**src/rtl/bcd_digit_assembler_if.sv**
```systemverilog
`default_nettype none
// ============================================================================
//  Module      : bcd_digit_assembler_if
//  Description : Handshake bundle for the BCD digit assembler.
//                Digit side  : digit_in / digit_valid / digit_ready
//                Word side   : bcd_out / bcd_valid / bcd_ready
//                Control     : clear (synchronous abort)
//                Status      : digit_err / range_err / timeout_err pulses
//                modport slave  - the assembler itself
//                modport master - whatever drives digits and sinks words
//  Revision    : 1.0 - initial release
// ============================================================================
interface bcd_digit_assembler_if;

    logic       clear;
    logic [3:0] digit_in;
    logic       digit_valid;
    logic       digit_ready;
    logic [7:0] bcd_out;
    logic       bcd_valid;
    logic       bcd_ready;
    logic       digit_err;
    logic       range_err;
    logic       timeout_err;

    modport slave (
        input  clear,
        input  digit_in,
        input  digit_valid,
        output digit_ready,
        output bcd_out,
        output bcd_valid,
        input  bcd_ready,
        output digit_err,
        output range_err,
        output timeout_err
    );

    modport master (
        output clear,
        output digit_in,
        output digit_valid,
        input  digit_ready,
        input  bcd_out,
        input  bcd_valid,
        output bcd_ready,
        input  digit_err,
        input  range_err,
        input  timeout_err
    );

endinterface
`default_nettype wire

```
**src/rtl/bcd_digit_assembler.sv**
```systemverilog
`default_nettype none
// ============================================================================
//  Module      : bcd_digit_assembler
//  Description : Collects a tens digit then a units digit over a valid/ready
//                handshake and presents the packed two-digit BCD word
//                {tens, units} through a registered valid/ready stage.
//                Bad digits, values above MAX_VALUE and a units digit that
//                arrives too late are reported as one-cycle error pulses.
//  Ports       : clk    - system clock, rising edge
//                rst_n  - asynchronous active-low reset
//                bus    - bcd_digit_assembler_if.slave (digit input,
//                         word output, clear, error pulses)
//  Parameters  : MAX_VALUE      - largest decimal value accepted
//                TIMEOUT_CYCLES - idle cycles allowed between tens and units
//                CNT_W          - timeout counter width, 2**CNT_W > TIMEOUT
//  Revision    : 1.0 - initial release
// ============================================================================
module bcd_digit_assembler #(
    parameter int unsigned MAX_VALUE      = 15,
    parameter int unsigned TIMEOUT_CYCLES = 255,
    parameter int unsigned CNT_W          = 8
) (
    input  wire                    clk,
    input  wire                    rst_n,
    bcd_digit_assembler_if.slave   bus
);

    typedef enum logic [1:0] {
        WAIT_TENS  = 2'd0,
        WAIT_UNITS = 2'd1,
        HOLD       = 2'd2
    } state_t;

    localparam logic [6:0]       c_max_value    = 7'(MAX_VALUE);
    // The counter is checked before it increments, so expiry is detected on
    // the idle cycle that would bring it to TIMEOUT_CYCLES.
    localparam logic [CNT_W-1:0] c_timeout_last = CNT_W'(TIMEOUT_CYCLES - 1);

    state_t           r_state;
    logic [3:0]       r_tens;
    logic [CNT_W-1:0] r_cnt;
    logic [7:0]       r_bcd_out;
    logic             r_bcd_valid;
    logic             r_digit_ready;
    logic             r_digit_err;
    logic             r_range_err;
    logic             r_timeout_err;

    logic             w_take;
    logic             w_digit_bad;
    logic [6:0]       w_value;

    assign w_take      = bus.digit_valid && r_digit_ready;
    assign w_digit_bad = (bus.digit_in > 4'd9);

    // tens*10 + units as tens*8 + tens*2 + units; max 9*10+9 = 99 fits 7 bits.
    assign w_value = {r_tens, 3'b000} + {2'b00, r_tens, 1'b0} + {3'b000, bus.digit_in};

    always_ff @(posedge clk or negedge rst_n) begin
        if (!rst_n) begin
            r_state       <= WAIT_TENS;
            r_tens        <= 4'd0;
            r_cnt         <= '0;
            r_bcd_out     <= 8'h00;
            r_bcd_valid   <= 1'b0;
            r_digit_ready <= 1'b0;
            r_digit_err   <= 1'b0;
            r_range_err   <= 1'b0;
            r_timeout_err <= 1'b0;
        end else begin
            // Error flags are pulses: cleared every cycle unless re-raised.
            r_digit_err   <= 1'b0;
            r_range_err   <= 1'b0;
            r_timeout_err <= 1'b0;

            if (bus.clear) begin
                // Abort outranks digits and the output handshake; bcd_out
                // keeps whatever it last held.
                r_state       <= WAIT_TENS;
                r_cnt         <= '0;
                r_bcd_valid   <= 1'b0;
                r_digit_ready <= 1'b1;
            end else begin
                case (r_state)
                    WAIT_TENS: begin
                        r_digit_ready <= 1'b1;
                        if (w_take) begin
                            if (w_digit_bad) begin
                                r_digit_err <= 1'b1;
                            end else begin
                                r_tens  <= bus.digit_in;
                                r_cnt   <= '0;
                                r_state <= WAIT_UNITS;
                            end
                        end
                    end

                    WAIT_UNITS: begin
                        if (w_take) begin
                            // An accepted digit beats a coincident expiry.
                            r_cnt <= '0;
                            if (w_digit_bad) begin
                                r_digit_err <= 1'b1;
                                r_state     <= WAIT_TENS;
                            end else if (w_value > c_max_value) begin
                                r_range_err <= 1'b1;
                                r_state     <= WAIT_TENS;
                            end else begin
                                r_bcd_out     <= {r_tens, bus.digit_in};
                                r_bcd_valid   <= 1'b1;
                                r_digit_ready <= 1'b0;
                                r_state       <= HOLD;
                            end
                        end else if (r_cnt == c_timeout_last) begin
                            r_timeout_err <= 1'b1;
                            r_cnt         <= '0;
                            r_state       <= WAIT_TENS;
                        end else begin
                            r_cnt <= r_cnt + 1'b1;
                        end
                    end

                    HOLD: begin
                        // No bypass: the next tens digit waits one cycle.
                        if (r_bcd_valid && bus.bcd_ready) begin
                            r_bcd_valid   <= 1'b0;
                            r_digit_ready <= 1'b1;
                            r_state       <= WAIT_TENS;
                        end
                    end

                    default: begin
                        r_state       <= WAIT_TENS;
                        r_cnt         <= '0;
                        r_bcd_valid   <= 1'b0;
                        r_digit_ready <= 1'b1;
                    end
                endcase
            end
        end
    end

    assign bus.digit_ready = r_digit_ready;
    assign bus.bcd_out     = r_bcd_out;
    assign bus.bcd_valid   = r_bcd_valid;
    assign bus.digit_err   = r_digit_err;
    assign bus.range_err   = r_range_err;
    assign bus.timeout_err = r_timeout_err;

endmodule
`default_nettype wire

```
**src/flat_wrapper.sv**
```systemverilog
// flat-port wrapper written by rule: the top's interface ports become plain ports
module bcd_digit_assembler_flat 
#(
    parameter int unsigned MAX_VALUE      = 15,
    parameter int unsigned TIMEOUT_CYCLES = 255,
    parameter int unsigned CNT_W          = 8
)
  (clk, rst_n, bus_clear, bus_digit_in, bus_digit_valid, bus_digit_ready, bus_bcd_out, bus_bcd_valid, bus_bcd_ready, bus_digit_err, bus_range_err, bus_timeout_err);
  bcd_digit_assembler_if bus_i ();
  input  wire clk;
  input  wire rst_n;
  input wire logic [$bits(bus_i.clear)-1:0] bus_clear;
  input wire logic [$bits(bus_i.digit_in)-1:0] bus_digit_in;
  input wire logic [$bits(bus_i.digit_valid)-1:0] bus_digit_valid;
  output wire logic [$bits(bus_i.digit_ready)-1:0] bus_digit_ready;
  output wire logic [$bits(bus_i.bcd_out)-1:0] bus_bcd_out;
  output wire logic [$bits(bus_i.bcd_valid)-1:0] bus_bcd_valid;
  input wire logic [$bits(bus_i.bcd_ready)-1:0] bus_bcd_ready;
  output wire logic [$bits(bus_i.digit_err)-1:0] bus_digit_err;
  output wire logic [$bits(bus_i.range_err)-1:0] bus_range_err;
  output wire logic [$bits(bus_i.timeout_err)-1:0] bus_timeout_err;
  assign bus_i.clear = bus_clear;
  assign bus_i.digit_in = bus_digit_in;
  assign bus_i.digit_valid = bus_digit_valid;
  assign bus_digit_ready = bus_i.digit_ready;
  assign bus_bcd_out = bus_i.bcd_out;
  assign bus_bcd_valid = bus_i.bcd_valid;
  assign bus_i.bcd_ready = bus_bcd_ready;
  assign bus_digit_err = bus_i.digit_err;
  assign bus_range_err = bus_i.range_err;
  assign bus_timeout_err = bus_i.timeout_err;
  bcd_digit_assembler #(.MAX_VALUE(MAX_VALUE), .TIMEOUT_CYCLES(TIMEOUT_CYCLES), .CNT_W(CNT_W)) u_core (.clk(clk), .rst_n(rst_n), .bus(bus_i));
endmodule
```
**config.mk**
```make
export PLATFORM = sky130hd
export DESIGN_NAME = bcd_digit_assembler_flat
export DESIGN_NICKNAME = d
export VERILOG_FILES = /design/src/rtl/bcd_digit_assembler_if.sv /design/src/rtl/bcd_digit_assembler.sv /design/src/flat_wrapper.sv
export SDC_FILE = /design/constraint.sdc
export NUM_CORES = 1
export LEC_CHECK = 0
export CORE_ASPECT_RATIO = 0.75
export CORE_MARGIN = 4
export CORE_UTILIZATION = 50
export DETAILED_ROUTE_END_ITERATION = 12
export HOLD_SLACK_MARGIN = 0.06
export PLACE_DENSITY_LB_ADDON = 0.05
export SLEW_MARGIN = 20
export SYNTH_ARGS = -nofsm -noshare
export SYNTH_HDL_FRONTEND = slang
export SYNTH_SLANG_ARGS = --single-unit
export TNS_END_PERCENT = 1
```
**constraint.sdc**
```tcl
create_clock -name clk -period 4.05 [get_ports clk]
set_input_delay 0.405 -clock clk [delete_from_list [all_inputs] [get_ports clk]]
set_output_delay 0.405 -clock clk [all_outputs]
set_load 0.01 [all_outputs]
```
; ---- Yosys cells after proc, flatten, opt, wreduce, memory -nomap -nowiden
; Cells that the tools add are included.
[totals]
register_bits = 27
inputBits = 9
out_inout_bits = 13
elab_cells = 79
[classes]
n_addsub = 3
n_lt_le_gt_ge = 2
eq_ne = 12
mux = 40
bitwise = 3
reduce_logical = 10
[ops]
columns = cell, n
row1 = 2-to-1 mux 8 bit, 5
row2 = one-hot mux 8 bit (3 select lines), 1
row3 = 2-to-1 mux 1 bit, 23
row4 = 2-to-1 mux 2 bit, 8
row5 = AND reduction 4 bit, 3
row6 = AND reduction 5 bit, 2
row7 = inequality test 3 x 2 -> 1 bit (second input constant), 3
row8 = inequality test 3 bit (second input constant), 3
row9 = adder 8 x 1 -> 8 bit (second input constant), 1
row10 = == test 8 bit (second input constant), 1
row11 = adder 7 x 4 -> 7 bit, 1
row12 = adder 7 x 5 -> 7 bit, 1
row13 = greater-than comparator 7 x 4 -> 1 bit (second input constant), 1
row14 = one-hot mux 2 bit (3 select lines), 1
row15 = greater-than comparator 4 bit (second input constant), 1
row16 = inequality test 2 bit (second input constant), 2
row17 = inequality test 4 x 2 -> 1 bit (second input constant), 1
row18 = NOT 1 bit, 3
row19 = one-hot mux 1 bit (3 select lines), 1
row20 = AND reduction 3 bit, 1
row21 = == test 2 x 1 -> 1 bit (second input constant), 1
row22 = == test 2 bit (second input constant), 1
row23 = logical AND 1 bit, 2
row24 = logical NOT 2 bit, 1
row25 = other kinds (2), 2

; ---- Longest topological paths before layout
[logic_depth]
depth_word = 8
mapped_depth = 10
depth_no_buf = 9

; ---- Least setup slack after synthesis
; No wires, ideal clock.
[synth_timing]
path_type = input to register
startpoint = in bus_digit_in[3]
endpoint = reg u_core.r_bcd_out[1] (netlist: u_core.bus.bcd_out[1])
setup_ns = 0.125
arrival_time_ns = 2.597
required_ns = 3.925
path_slack_ns = 1.328
path_stages = 10
path_buffers = 1
path_cell_list = inv_1 fa_1 inv_1 ha_1 a211o_1 a21o_1 a211oi_2 nor2b_4 buf_12 mux2_4
[synth_via]
elab_chain_cells = 4
word_cells_on_any_way = 6
classes_between = add/sub: 1 / order compare: 2 / bitwise: 2 / reduce/logical: 1
[synth_rtl]
columns = item, line
row1 = "start, declared", flat_wrapper.sv:13  ; input wire logic [$bits(bus_i.digit_in)-1:0] bus_digit_in;
row2 = adder 7 x 4 -> 7 bit, bcd_digit_assembler.sv:57  ; assign w_value = {r_tens, 3'b000} + {2'b00, r_tens, 1'b0} + {3'b000, bus.digit_in};
row3 = greater-than comparator 7 x 4 -> 1 bit, bcd_digit_assembler.sv:105  ; end else if (w_value > c_max_value) begin
row4 = NOT 1 bit (no source line), n/a
row5 = AND reduction 5 bit (no source line) (*), n/a
row6 = "end signal, assigned", bcd_digit_assembler.sv:109  ; r_bcd_out <= {r_tens, bus.digit_in};
row7 = "end, declared", bcd_digit_assembler.sv:42  ; logic [7:0] r_bcd_out;
; Mark *: on every way between the ends. The rest lies on a longest branch, timed or not.
; A chain may end at the register's enable or synchronous reset.

; ---- Final worst setup path
[layout_timing]
startpoint = in bus_digit_in[3]
endpoint = reg u_core.r_bcd_out[0] (netlist: u_core.bus.bcd_out[0])
; Same word-level chain as after synthesis.

==> results list <==
- For this run, asynchronously set or reset flops after synthesis account for 100%.
- The clock reaches the later pin of the worst-skew pair after 0.26 ns.
- Timing startpoint of the critical path: bus_digit_in[3]
- The final max-slew violation count came to 0.
- Setup TNS: 0 ns
* Final worst-path cycle share: 81.1%
* Sequential cell fraction of total power: 45.4%
- Top-area cell type share of the netlist area: 46.2%
* Most Frequent Cell on Critical Path: inv_1
- Via count of the first global-routing pass: 1051
* Share of synthesized area occupied by flip-flops and latches: 46.2%
* Hold bufs inserted after CTS: 0
- In this run the critical register-to-register path is captured at u_core.bus.bcd_out[0].
- The number of buffers and inverters on the critical path is 3.
- Overall Global Routing Usage: 16.1%
- Number of buffers added on ports: 21
- H-tree depth: 1
- After global routing the overflow that remains totals 0.
* Element type at the critical path start: input port
* Max-capacitance violation count: 0
- In this run the core area contains 16 standard-cell rows.
- The number of antenna violations at the first check in global routing was 0.
- Die Outline Area: 3860 um2
* Highest achievable clock rate: 304 MHz
- For this run, the slowest stage of the critical path takes 0.53 ns.
- Core Region: 2700 um2
- Arr. time, crit path: 3.44 ns
- Synthesis-to-layout area growth: 19.0%
- The flow ran to the end, and the final reports show no timing, DRC or antenna violations.
- Area of placed instances: 1700 um2
- In this run the power spent charging and discharging nets is 216 uW.
- Post-synth design cell area: 1460 um2
- Final Net Count: 175
- The clock network is responsible for 19.7% of the overall power.
- IR analysis of the VDD net gives a maximum drop of 283 uV.
- Global-route wire length before repair: 4780 um
- Synthesized instance count: 130
- The design draws 741 uW.
- For the pin with the worst max-slew slack, the measured transition is 0.660 ns.
- Number of failing setup endpoints in the final timing report: 0
* CP max stage cell: fa_1
- The signal on the critical path passes through clkdlybuf4s50_1, inv_1, fa_1, inv_1, ha_1, a211o_1, a21o_1, a211oi_2, nor2b_4, mux2_2.
- The kind of cell with the highest combined delay along the critical path is adder cells.
- Final Cell Area: 1740 um2
- The final route contains 1049 vias.
- Combinational logic burns 34.9% of the power.
- Counting cells, the worst reg-to-reg path comes to 9.
- The path class of the tightest hold or removal check is input port to asynchronous set/reset pin.
- The clock arrives with 0.00338 ns of skew.
- Clk pin slew, worst setup/hold paths: 0.08 ns
* Worst setup slack after layout: 0.766 ns
- The most used flip-flop cell after synthesis is dfrtp_1.
- At the end of routability-driven placement, the weighted congestion stood at 0.828.
* Slew HR: 55.6%
- Floorplan die width: 70.4 um
* Number of detailed-route iterations in the first pass: 5
- PwrDens: 426 nW/um2
- Post-synthesis net count: 150
- Counting flops with a built-in enable in the synthesized netlist gives 0.
- Largest net degree at the start of global routing: 25
* Worst setup path end: u_core.bus.bcd_out[0]
* Detailed-route wire length per cell: 14.3 um
* Launch point of the worst reg-to-reg path: u_core.r_tens[0]
- Sort of element at the end of the critical path: register
- Flop and latch count out of synthesis: 27
- Number of buffers inserted during clock tree synthesis: 3
- The post-route netlist has 13.0% of its cells at a drive strength greater than 1.
- The worst register-to-register path has a setup slack of 1.05 ns.
* Number of warnings printed during yosys synthesis: 0
* Deepest clock path buffer count: 2
* Via density per instance: 5.52
- Total wire length after detailed routing: 2720 um
- Drc violations: 0
* Number of buffers added for setup after CTS: 0
- The most common cell in the synthesized netlist is dfrtp_1.
* Critical path type: input port to register
- Number of diodes: 0
- In this run switching power makes up 29.2% of total power.
- Resize count post-CTS: 0
- The analysis attributes to cell leakage a power of 0.830 nW.
* Syn Area/Cell: 11.2 um2
- Final-layout fill cell count: 222
* Count of final hold-check violations: 0
- For this configuration, the core starts out at a cell density of 54.1%.
- Clock tree from TritonCTS: yes
* ANT nets after route: 0
* Yosys top cell by area: dfrtp_1
- Starting DRC count in detailed routing: 30
- Die Y: 54.8 um
- Critical path depth in cells: 10
- # clock sinks: 27
- Before CTS, the worst setup slack after placement is 0.477 ns.
- In this run the worst path has a maximum fanout of 11.
* Number of top-level design ports: 22
- The commonest cells after synthesis are 27 x dfrtp_1, 11 x inv_1, 9 x ha_1.
* Top area cells in the synthesized netlist: dfrtp_1 46%, ha_1 7.7%, mux2_4 7.2%, inv_1 2.8%, fa_1 2.7%
* CP Data Required Time: 4.21 ns
- Internal Power: 524 uW
- Counting I/O delays and the setup requirement, the final critical path takes 3.28 ns.
- Summed over all nets, the half-perimeter wirelength after detailed placement is 2050 um.
- Yosys mapped the design onto 38 distinct sky130hd cell types.
- Clock tree synthesis selected as its root buffer the cell clkbuf_8.
* Setup repair after global routing missed its margin: false
==> routing by layer <==
metal / wire, um / global-route usage [%] / part of all wire [%] / vias up
li1: - / - / - / 507
met1: 1270 / 20.3 / 47 / 498
met2: 1210 / 27.8 / 45 / 38
met3: 208 / 4.77 / 7.6 / 6
met4: 31 / 3.82 / 1.1 / 0
met5: 0 / 0 / 0 / -
==> worst min path at each step <==
stage                                        to  depth (start not counted)
final                     u_core.bus.bcd_out[7]                          1
after global placement          u_core.r_cnt[5]                          1
after CTS                       u_core.r_cnt[5]                          1
after floorplan           u_core.bus.bcd_out[0]                          0
after detailed placement        u_core.r_cnt[5]                          1
after global routing            u_core.r_cnt[2]                          1
==> cell usage in the layout (no fill, tap or decap), types with 3 or more instances in the layout <==
cell type        instances
dfrtp_1                 27
clkdlybuf4s50_1         20
inv_1                   11
ha_1                     9
nand2_1                  8
nor2_1                   8
nand3_1                  8
mux2_4                   7
o21ai_0                  6
a21o_1                   4
and3_1                   3
o22ai_1                  3
mux2_2                   3
clkbuf_8                 3
==> cell families (layout without fill, tap and decap cells) <==
| logic type | count (synthesis) | in the layout | share of synthesized area, % |
|---|---|---|---|
| AOI/OAI and AO/OA | 25 | 25 | 11.9 |
| xor gates and xnor gates | 1 | 1 | 0.599 |
| adders and majority gates | 11 | 11 | 10.4 |
| buffers and inverters | 13 | 37 | 4.54 |
| DFF | 27 | 27 | 46.2 |
| muxes | 11 | 11 | 10.2 |
| and+or+nand+nor | 42 | 42 | 16.1 |
==> power groups by stage <==
stage,Sequential (mW),Clock [mW],Combinational (mW)
floorplan,0.348,0,0.152
global placement,0.339,0,0.252
detailed placement,0.342,0,0.261
CTS,0.337,0.152,0.263
global route,0.343,0.160,0.284
finish,0.337,0.146,0.258
==> cell type report <==
class                           instances  area [um2]  share of cell area (%)
Sequential cell                        27         676                    38.8
Timing Repair Buffer                   22         213                    12.2
Clock buffer                            4        45.0                    2.59
Multi-Input combinational cell         90         719                    41.4
Inverter                               11        41.3                    2.37
Tap cell                               36        45.0                    2.59
==> through the flow <==
| step | hold slack (ns) | utilization [%] | std cells |
|---|---|---|---|
| 2_1_floorplan | 0.109 | - | 130 |
| 3_3_place_gp | 0.486 | 62.9 | 186 |
| 3_5_place_dp | 0.494 | 62.9 | 186 |
| 4_1_cts | 0.514 | 64.5 | 190 |
| 5_1_grt | 0.140 | 64.4 | 190 |
| 6_report | 0.110 | 64.4 | 190 |
==> flip-flops by register name (all words and copies together) (netlist names) <==
| name | count |
|---|---|
| u_core.bus.bcd_out | 8 |
| u_core.bus.bcd_valid | 1 |
| u_core.bus.digit_err | 1 |
| u_core.bus.digit_ready | 1 |
| u_core.bus.range_err | 1 |
| u_core.bus.timeout_err | 1 |
| u_core.r_cnt | 8 |
| u_core.r_state | 2 |
| u_core.r_tens | 4 |
(Power assumes the default switching activity.)
